===== config.mk =====
export PLATFORM = sky130hd
export DESIGN_NAME = iiitb_mem_arbiter
export DESIGN_NICKNAME = d
export VERILOG_FILES = /design/src/rtl/iiitb_mem_arbiter.sv
export SDC_FILE = /design/constraint.sdc
export NUM_CORES = 1
export LEC_CHECK = 0
export ABC_AREA = 1
export CAP_MARGIN = 10
export CELL_PAD_IN_SITES_DETAIL_PLACEMENT = 0
export CELL_PAD_IN_SITES_GLOBAL_PLACEMENT = 1
export CORE_MARGIN = 2
export CORE_UTILIZATION = 38
export CTS_CLUSTER_DIAMETER = 40
export DETAILED_ROUTE_END_ITERATION = 16
export DONT_BUFFER_PORTS = 1
export GPL_ROUTABILITY_DRIVEN = 0
export MAX_ROUTING_LAYER = met4
export PLACE_DENSITY = 0.8
export RECOVER_POWER = 100
export SYNTH_ARGS = -nofsm -noshare
export SYNTH_HDL_FRONTEND = slang
export SYNTH_SLANG_ARGS = --single-unit

===== constraint.sdc =====
create_clock -name clk -period 1.6 [get_ports clk]
set_input_delay 0.4 -clock clk [delete_from_list [all_inputs] [get_ports clk]]
set_output_delay 0.4 -clock clk [all_outputs]
set_load 0.03 [all_outputs]

===== src/rtl/iiitb_mem_arbiter.sv =====
// Two-master arbiter (instruction fetch and data) in front of a single-port word memory.
// Data has priority. A bounded data streak forces a fetch through so the fetch cannot starve.
module iiitb_mem_arbiter #(
  parameter int unsigned ADDR_W      = 8,
  parameter int unsigned MAX_D_BURST = 2
) (
  input  logic              clk,
  input  logic              reset,
  input  logic              if_req,
  input  logic [31:0]       if_addr,
  output logic              if_gnt,
  output logic              if_valid,
  output logic [31:0]       if_rdata,
  input  logic              d_req,
  input  logic              d_we,
  input  logic [31:0]       d_addr,
  input  logic [31:0]       d_wdata,
  output logic              d_gnt,
  output logic              d_valid,
  output logic [31:0]       d_rdata,
  output logic              mem_en,
  output logic              mem_we,
  output logic [ADDR_W-1:0] mem_addr,
  output logic [31:0]       mem_wdata,
  input  logic [31:0]       mem_rdata
);

  localparam int unsigned SW = (MAX_D_BURST < 1) ? 1 : $clog2(MAX_D_BURST + 1);
  localparam logic [SW-1:0] MaxStreak = SW'(MAX_D_BURST);

  typedef enum logic [1:0] {StIdle, StRdIf, StRdD} state_e;

  state_e        state_q;
  logic [SW-1:0] d_streak_q;
  logic [31:0]   if_rdata_q, d_rdata_q;

  logic in_idle, streak_max, if_win, d_win;

  // Reset gates the combinational grant path so nothing leaks out while held in reset.
  assign in_idle    = reset && (state_q == StIdle);
  assign streak_max = (d_streak_q == MaxStreak);
  assign if_win     = in_idle && if_req && (!d_req || streak_max);
  assign d_win      = in_idle && d_req && !if_win;

  assign if_gnt    = if_win;
  assign d_gnt     = d_win;
  assign mem_en    = if_win || d_win;
  assign mem_we    = d_win && d_we;
  assign mem_wdata = (d_win && d_we) ? d_wdata : '0;

  always_comb begin
    mem_addr = '0;
    if (if_win) begin
      mem_addr = if_addr[ADDR_W+1:2];
    end else if (d_win) begin
      mem_addr = d_addr[ADDR_W+1:2];
    end
  end

  assign if_valid = reset && (state_q == StRdIf);
  assign d_valid  = reset && (state_q == StRdD);
  assign if_rdata = if_valid ? mem_rdata : if_rdata_q;
  assign d_rdata  = d_valid ? mem_rdata : d_rdata_q;

  // Byte-offset and above-range address bits are intentionally discarded.
  logic unused_addr_bits;
  assign unused_addr_bits = ^{if_addr[31:ADDR_W+2], if_addr[1:0],
                              d_addr[31:ADDR_W+2], d_addr[1:0]};

  always_ff @(posedge clk or negedge reset) begin
    if (!reset) begin
      state_q    <= StIdle;
      d_streak_q <= '0;
      if_rdata_q <= '0;
      d_rdata_q  <= '0;
    end else begin
      unique case (state_q)
        StIdle: begin
          if (!if_req || if_win) begin
            d_streak_q <= '0;
          end else if (d_win && !streak_max) begin
            d_streak_q <= d_streak_q + 1'b1;
          end
          if (if_win) begin
            state_q <= StRdIf;
          end else if (d_win && !d_we) begin
            state_q <= StRdD;
          end else begin
            state_q <= StIdle;
          end
        end
        StRdIf: begin
          if_rdata_q <= mem_rdata;
          state_q    <= StIdle;
        end
        StRdD: begin
          d_rdata_q <= mem_rdata;
          state_q   <= StIdle;
        end
        default: state_q <= StIdle;
      endcase
    end
  end

endmodule


; Word level (Yosys, flattened, before mapping)
; Index checks and enable logic that the tools add are counted.
[op_classes]
n_addsub = 1
n_eq_ne = 3
n_mux = 10
reduce_logical = 21
[op_table]
columns = cell, n
row1 = 32-bit two-way mux, 3
row2 = 8-bit two-way mux, 2
row3 = 1-bit logical AND, 10
row4 = 2-bit two-way mux, 5
row5 = 1-bit zero test, 5
row6 = 2-bit equality test (second input constant), 2
row7 = 1-bit logical OR, 3
row8 = 2-bit by 1-bit adder with 2-bit output (second input constant), 1
row9 = 2-bit by 1-bit equality test with 1-bit output (second input constant), 1
row10 = 2-bit zero test, 1
row11 = 2-bit AND reduction, 1
row12 = 2-bit nonzero test, 1
[totals]
register_bits = 68
in_bits = 133
out_inout_bits = 110
elab_cells = 39

; Depth between registers and ports, before layout
; Gate-level depths: netlist of the first run.
[logic_depth]
ltp_word = 10
depth_mapped = 8
mapped_depth_nobuf = 8

; Worst setup path after synthesis of the first run
; Ideal clock, no wire load.
[synth_path]
path_type = reg-to-output
from = reg d_streak_q[0]
to = out mem_addr[0]
t_arrival_ns = 1.464
slack_ns = -0.264
stages_incl_launch_ff = 9
path_buffers = 0
path_cell_list = dfrtp_1 > inv_1 > ha_1 > inv_1 > nand2_1 > nand4_2 > clkinv_1 > nand2_1 > nand2_1
[synth_via]
elab_chain_len = 7
[synth_rtl]
columns = element, line_no
row1 = "start, declared", 34  ; logic [SW-1:0] d_streak_q;
row2 = "start signal, assigned", 82  ; d_streak_q <= d_streak_q + 1'b1;
row3 = 2-bit equality test (*), 41  ; assign streak_max = (d_streak_q == MaxStreak);
row4 = 1-bit logical OR (*), 42  ; assign if_win = in_idle && if_req && (!d_req || streak_max);
row5 = 1-bit logical AND (*), 42
row6 = named net if_gnt, 11  ; output logic if_gnt,
row7 = 1-bit zero test, 43  ; assign d_win = in_idle && d_req && !if_win;
row8 = 1-bit logical AND, 43
row9 = 8-bit two-way mux, 55  ; end else if (d_win) begin
row10 = 8-bit two-way mux (*), 53  ; if (if_win) begin
row11 = "end, declared", 23  ; output logic [ADDR_W-1:0] mem_addr,
; The timed path passes the listed nets; every way through them passes the cells marked *.

; Final worst setup path of the first run
[layout_path]
from = reg state_q[1]
to = out if_rdata[25]
[layout_via]
elab_chain_len = 3
[layout_rtl]
columns = element, line_no
row1 = "start, declared", 33  ; state_e state_q;
row2 = "start signal, assigned", 72  ; state_q <= StIdle;
row3 = "start signal, assigned", 85  ; state_q <= StRdIf;
row4 = "start signal, assigned", 87  ; state_q <= StRdD;
row5 = 2-bit by 1-bit equality test with 1-bit output, 60  ; assign if_valid = reset && (state_q == StRdIf);
row6 = 1-bit logical AND, 60
row7 = 32-bit two-way mux, 62  ; assign if_rdata = if_valid ? mem_rdata : if_rdata_q;
row8 = "end, declared", 13  ; output logic [31:0] if_rdata,
; No other way between the ends.

==> flow_metrics.tcl, run 1 <==
set metrics [dict create \
    min_period_ns 2.09 \
    final_area_mm2 0.00620 \
    num_rows 36 \
    cts_htree_levels 3 \
    syn2layout_area_growth_pct 66.0 \
    synthAdderAreaFrac 0.00335 \
    cts_buffers 9 \
    routedWlPerCell_um 14.7 \
    clk_pin_slew_ns 0.08 \
    clockBufferDepth 2 \
    path_max_fanout 9 \
    hold_viol 68 \
    synth_top_family_by_area "simple AND/OR/NAND/NOR gates" \
    synth_xor_area_frac 0 \
    hpwl_mm 6.67 \
    synth_fp_nets 644 \
    hold_class "in -> async" \
    wirelength_mm 11.0 \
    vias 3667 \
    maxSlewHeadroom 0.756 \
    fp.dieH_um 103 \
    p_per_area_mw_per_mm2 1240 \
    grt_pass1_vias 3385 \
    die-area_mm2 0.0106 \
    grt_pass1_wl_mm 15.9 \
    place_area_mm2 0.00496 \
    violations "hold timing, setup timing" \
    grt_usage 0.196 \
    holdWs_ns -0.243 \
    drive_gt1_frac 0.455 \
    ys_types 18 \
    clock_sinks 68 \
    synth-simple-area-share 0.237 \
    ys_seq_elements 68 \
    synth_compound_area_frac 0.173 \
    dr.pass1.iters 4 \
    ios 243 \
    antennaDiodeCount 0 \
    drtIter0Drc 170 \
    fmax_mhz 478 \
    synth.area.top_cells "dfrtp_1 46%, nand2_1 15%, o21ai_0 11%" \
    path_class "reg -> out" \
    cts_tree "yes" \
    synth.area.mux_share 0 \
    required_ns 1.20 \
    peakVddDrop_mv 0.565 \
    tns_ns -48.38 \
    drv_cap 0 \
    synth.avg_cell_area_um2 7.32 \
    critPathLaunchType "flop" \
    synth_area_mm2 0.00373 \
    synth_top_area_frac 0.456 \
    setup_ws_ns -0.491 \
    die_x_um 103 \
    fin_crit_sh 1.31 \
    yosysWarningCount 0 \
    grt_max_degree 75 \
    rsz0062_at_grt "yes" \
    ys_seq_area_frac 0.456 \
    ant_nets 0 \
    syn_inst 510 \
    dp_slack_ns -0.160 \
    grt_overflow_total 0 \
    cts_root_buf "clkbuf_8" \
    worst_setup_path_end_kind "output pin" \
    grt_antenna_before_repair 0 \
    final_nets 744 \
    viasPerCell 4.90 \
    slew_violations 0 \
    yosys.area.top_type "dfrtp_1" \
    drc_errors 0 \
    clk-insertion-delay-late_ns 0.33 \
    outcome "complete, but fails checks" \
    fp.coreArea_mm2 0.00964 \
    clock-skew-final_ns 0.0109 \
    setup_viol_count_final 110 \
    worstMarginPinSlew_ns 0.362 \
    initial_utilization 0.387 \
    io_buffers 0 \
    p_leak_nw 3.07 \
    worstPathArrival_ns 1.69 \
]
layout by cell type, fill, tap and decap left out, types with 2 or more instances in the layout:
cell	Yosys	final
nand3_1	10	4
buf_4	0	23
nand2_2	0	20
nand3_2	1	6
buf_12	0	12
nand2_1	153	118
buf_16	0	4
dfrtp_1	68	67
nor2_4	0	5
clkbuf_8	0	11
nor2_1	7	6
clkbuf_16	0	6
clkinv_2	1	3
o21ai_2	0	28
nand2_8	0	6
nand2_4	0	10
buf_8	0	2
nand3_4	1	2
inv_1	74	69
inv_2	2	4
o21ai_1	49	5
o21ai_0	80	65
clkinvlp_4	0	3
nor2_2	31	27
buf_6	10	70
o21ai_4	0	31
power by group:
part	switching, mW	internal (mW)	leakage (nW)
registers	0.286	2.21	0.835
logic	2.28	1.49	2.13
clock network	0.633	0.801	0.102
total	3.20	4.50	3.07
cells by family (layout without fill, tap and decap cells):
logic type / after synthesis / after routing
compound gates: 129 / 129
fa+ha+maj: 1 / 1
buf+inv: 108 / 212
flops: 68 / 68
simple gates: 204 / 205
worst max-delay path, cell delays in order, from the launching register on:
cell	delay (ns)
dfrtp_1	0.42
buf_6	0.14
nor2_4	0.15
nand2_8	0.15
buf_12	0.18
o21ai_4	0.18
buf_12	0.14
per-layer routing:
layer / share of wire / track usage / routed length, um
met1: 0.42 / 0.243 / 4620
met2: 0.52 / 0.335 / 5680
met3: 0.048 / 0.0332 / 529
met4: 0.014 / 0.0455 / 154
met5: 0 / - / 0
through the flow:
stage          hold WS (ns)  total power [mW]  utilization  std cells
3_5_place_dp          0.106              5.74        0.515        712
3_3_place_gp          0.107              5.67        0.515        712
5_1_grt              -0.281              8.17        0.643        748
6_report             -0.243              7.70        0.643        748
2_1_floorplan         0.104              4.86            -        510
4_1_cts              -0.265              7.52        0.603        738
worst paths after layout:
check	start	to	slack [ns]	cells past startpoint
max	state_q[1]	if_rdata[25]	-0.49	6
min	reset	d_rdata_q[6]	-0.24	0
max reg2reg	state_q[1]	d_rdata_q[17]	0.13	8
min reg2reg	if_rdata_q[20]	if_rdata_q[20]	0.49	2
max in group asynchronous	reset	if_rdata_q[23]	1.72	0
min in group clk	d_we	state_q[1]	0.12	1
synthesized netlist by cell type (all sizes together):
cell type and n:
inv 76, ha 1, nand4 1, clkinv 2, nand2 153, nand3 12, dfrtp 68, nor2 38
clkbuf 14, o21ai 129, buf 16
what timing repair did:
action,in CTS,in global routing
pin swaps,13,10
hold endpoints to repair,68,68
resized for setup,125,46
setup buffers,4,4
cloned,6,6
endpoints found under the setup margin,110,111
layout make-up:
cell class | instances | area, um^2
multi-input cells | 335 | 2300
repair inverters | 1 | 16.3
well taps | 133 | 166
fillers | 782 | 3440
flip-flops and latches | 68 | 1700
clock inverters | 4 | 47.5
clock buffers | 12 | 155
repair buffers | 117 | 1490
inverters | 78 | 317
registers in the layout, indices dropped and copies added (netlist names):
register	flops
d_rdata_q	32
d_streak_q	2
if_rdata_q	32
state_q	2
(Power assumes the default switching activity.)
==> run 2: changes to the inputs <==
- ABC_AREA: 1 -> default
- HOLD_SLACK_MARGIN: default -> 0.05
- PLACE_DENSITY: 0.8 -> 0.75
==> run 2 against run 1 <==
The run still ends with hold timing, setup timing left. First-iteration DRC count decreased by 63%. Critical path depth is 1 lower. Critical endpoint is now d_rdata[19]. Area after synthesis is 1.2% lower. Die area decreased by 1.1%. Maximum frequency down 1.2%. Wire length is 13% lower.
==> flow_metrics.tcl, run 2 <==
set metrics [dict create \
    outcome "complete, but fails checks" \
    violations "hold timing, setup timing" \
    hpwl_mm 6.69 \
    required_ns 1.20 \
    holdWs_ns -0.255 \
    dp_slack_ns -0.202 \
    vias 2643 \
    reg2reg_slack_ns 0.04 \
    initial_utilization 0.396 \
    ys_types 19 \
    dr.pass1.iters 4 \
    peakVddDrop_mv 0.594 \
    crit_family "flip-flops" \
    cts_buffers 9 \
    path_class "reg -> out" \
    routed-wl-met2_mm 4.95 \
    worstMarginPinSlew_ns 0.408 \
    final_common_cell "nand2_1" \
    final_nets 502 \
    worst_setup_path_end_kind "output pin" \
    setup_ws_ns -0.517 \
    internal_power_mw 3.92 \
    clock_sinks 68 \
    routedWlPerCell_um 19.1 \
    power_frac_comb 0.385 \
    ys_seq_area_frac 0.461 \
    reg.largest.list "d_rdata_q x32, if_rdata_q x32" \
    switching_share 0.370 \
    synth_fp_nets 484 \
    mostFrequentLayoutCells "97 x nand2_1, 66 x dfrtp_1, 64 x mux2_4" \
    grt_usage 0.184 \
    grt_pass1_wl_mm 14.1 \
    num_rows 35 \
    worstPathArrival_ns 1.72 \
    ys.flop_type "dfrtp_1" \
    die-area_mm2 0.0105 \
    fmax_mhz 472 \
    regArea_mm2 0.00170 \
    clk_pin_slew_ns 0.08 \
    hold_class "in -> async" \
    viasPerCell 5.26 \
    die_x_um 103 \
    setup_viol_count_final 110 \
    async_flop_share 1.00 \
    critPathLaunchType "flop" \
    yosys.area.top_type "dfrtp_1" \
    r2r_start "state_q[0]" \
    p_per_area_mw_per_mm2 1270 \
    cp.buffers_inverters 2 \
    slew_violations 0 \
    fp.coreArea_mm2 0.00933 \
    synth.avg_cell_area_um2 10.5 \
    synth_area_mm2 0.00369 \
    synth_edf_count 0 \
    drv_cap 0 \
    io_buffers 0 \
    min_period_ns 2.12 \
    cts_tree "yes" \
    routed-wl-met3_um 624 \
    path_cells "buf_4 > nor2b_4 > nand2_4 > buf_12 > mux2_4" \
    multiInputGateArea_mm2 0.00238 \
    fin_crit_sh 1.32 \
    grt_antenna_before_repair 0 \
    antennaDiodeCount 0 \
    ant_nets 0 \
    drtIter0Drc 63 \
    grt_pass1_vias 2719 \
    cpPeakStageDelay_ns 0.43 \
    top_layer_used "met4" \
    syn_inst 350 \
    synth.area.top_cells "dfrtp_1 46%, mux2_2 29%, nand2_1 9.9%" \
    grt_overflow_total 0 \
    power.share.clock 0.238 \
    yosysWarningCount 0 \
    r2r-end "d_rdata_q[17]" \
    p_switching_mw 2.31 \
    drive_gt1_frac 0.528 \
    ios 243 \
    cts_root_buf "clkbuf_8" \
    met1Wirelength_mm 3.87 \
    clk-insertion-delay-late_ns 0.34 \
    synth_top_area_frac 0.461 \
    slowest_stage "dfrtp_2" \
    ys_seq_elements 68 \
    yosysMostFrequentCell "nand2_1" \
    clockBufferDepth 2 \
    path_max_fanout 16 \
    fillerInstances 840 \
    reg2reg_depth 4 \
    drc_errors 0 \
    clock-skew-final_ns 0.00902 \
    wirelength_mm 9.58 \
    cts_htree_levels 3 \
    rsz0062_at_grt "yes" \
    hold_viol 68 \
    grt_max_degree 74 \
    syn2layout_area_growth_pct 32.8 \
    fp.dieH_um 103 \
    seq_power_share 0.377 \
    maxSlewHeadroom 0.728 \
    p_leak_nw 2.46 \
    yosys-top-cells-count "97 x nand2_1, 96 x mux2_2, 68 x dfrtp_1" \
]
==> run 2: changes by cell type after synthesis, moves of 8 or more <==
cell	previous run	this run
o21ai_1	49	0
a22o_1	0	8
nor2_2	31	0
o21ai_0	80	0
inv_1	74	3
mux2_2	0	96
and3_1	0	33
buf_6	10	0
nand2_1	153	97
nand3_1	10	0
==> run 2: layout make-up <==
cell class	count	share of cell area
Tap cell	129	0.0330
Multi-Input combinational cell	253	0.487
Sequential cell	68	0.348
Inverter	3	0.00230
Timing Repair Buffer	33	0.0871
Clock inverter	5	0.0120
Clock buffer	11	0.0309
==> run 2: worst max path at each step <==
stage | endpoint | slack, ns | depth (start not counted) | start
global route | mem_wdata[14] | -0.58 | 4 | state_q[0]
CTS | d_rdata[24] | -0.52 | 5 | state_q[0]
global placement | mem_wdata[14] | -0.19 | 4 | state_q[0]
detailed placement | mem_wdata[14] | -0.20 | 4 | state_q[0]
floorplan | if_rdata[10] | -0.12 | 5 | state_q[0]
finish | d_rdata[19] | -0.52 | 5 | state_q[1]
==> run 2: through the flow <==
stage / std cells / utilization / instance area, um^2 / power [mW] / setup TNS (ns)
6_report: 502 / 0.525 / 4900 / 6.23 / -52.98
5_1_grt: 502 / 0.525 / 4900 / 6.55 / -60.90
4_1_cts: 497 / 0.518 / 4830 / 6.32 / -54.89
3_5_place_dp: 476 / 0.479 / 4470 / 4.73 / -13.54
3_3_place_gp: 476 / 0.479 / 4470 / 4.67 / -12.11
2_1_floorplan: 350 / - / 4280 / 4.49 / -10.31
==> run 2: repair_timing <==
item,4_1_cts,5_1_grt
pin swaps,35,11
setup endpoints to repair,110,142
resized for setup,21,5
hold endpoints to repair,68,68
cloned,1,2
buffers inserted,4,3
==> run 2: power groups by stage <==
stage | combinational (mW) | clock (mW) | sequential, mW
CTS | 2.41 | 1.55 | 2.35
finish | 2.40 | 1.48 | 2.35
detailed placement | 2.35 | 0 | 2.38
global placement | 2.31 | 0 | 2.36
global route | 2.53 | 1.62 | 2.40
floorplan | 2.17 | 0 | 2.31
==> run 2: routing by layer <==
metal / global-route usage / up-vias
met3: 0.0508 / 11
met5: - / -
met2: 0.316 / 130
li1: - / 1229
met4: 0.0615 / 0
met1: 0.206 / 1273
==> run 2: kinds of logic (layout without fill, tap and decap cells) <==
group	count (synthesis)	after routing	synth area share
compound gates	13	13	0.0292
simple gates	143	143	0.178
mux	96	96	0.293
fa+ha+maj	1	1	0.00339
buf+inv	29	52	0.0349
flops	68	68	0.461
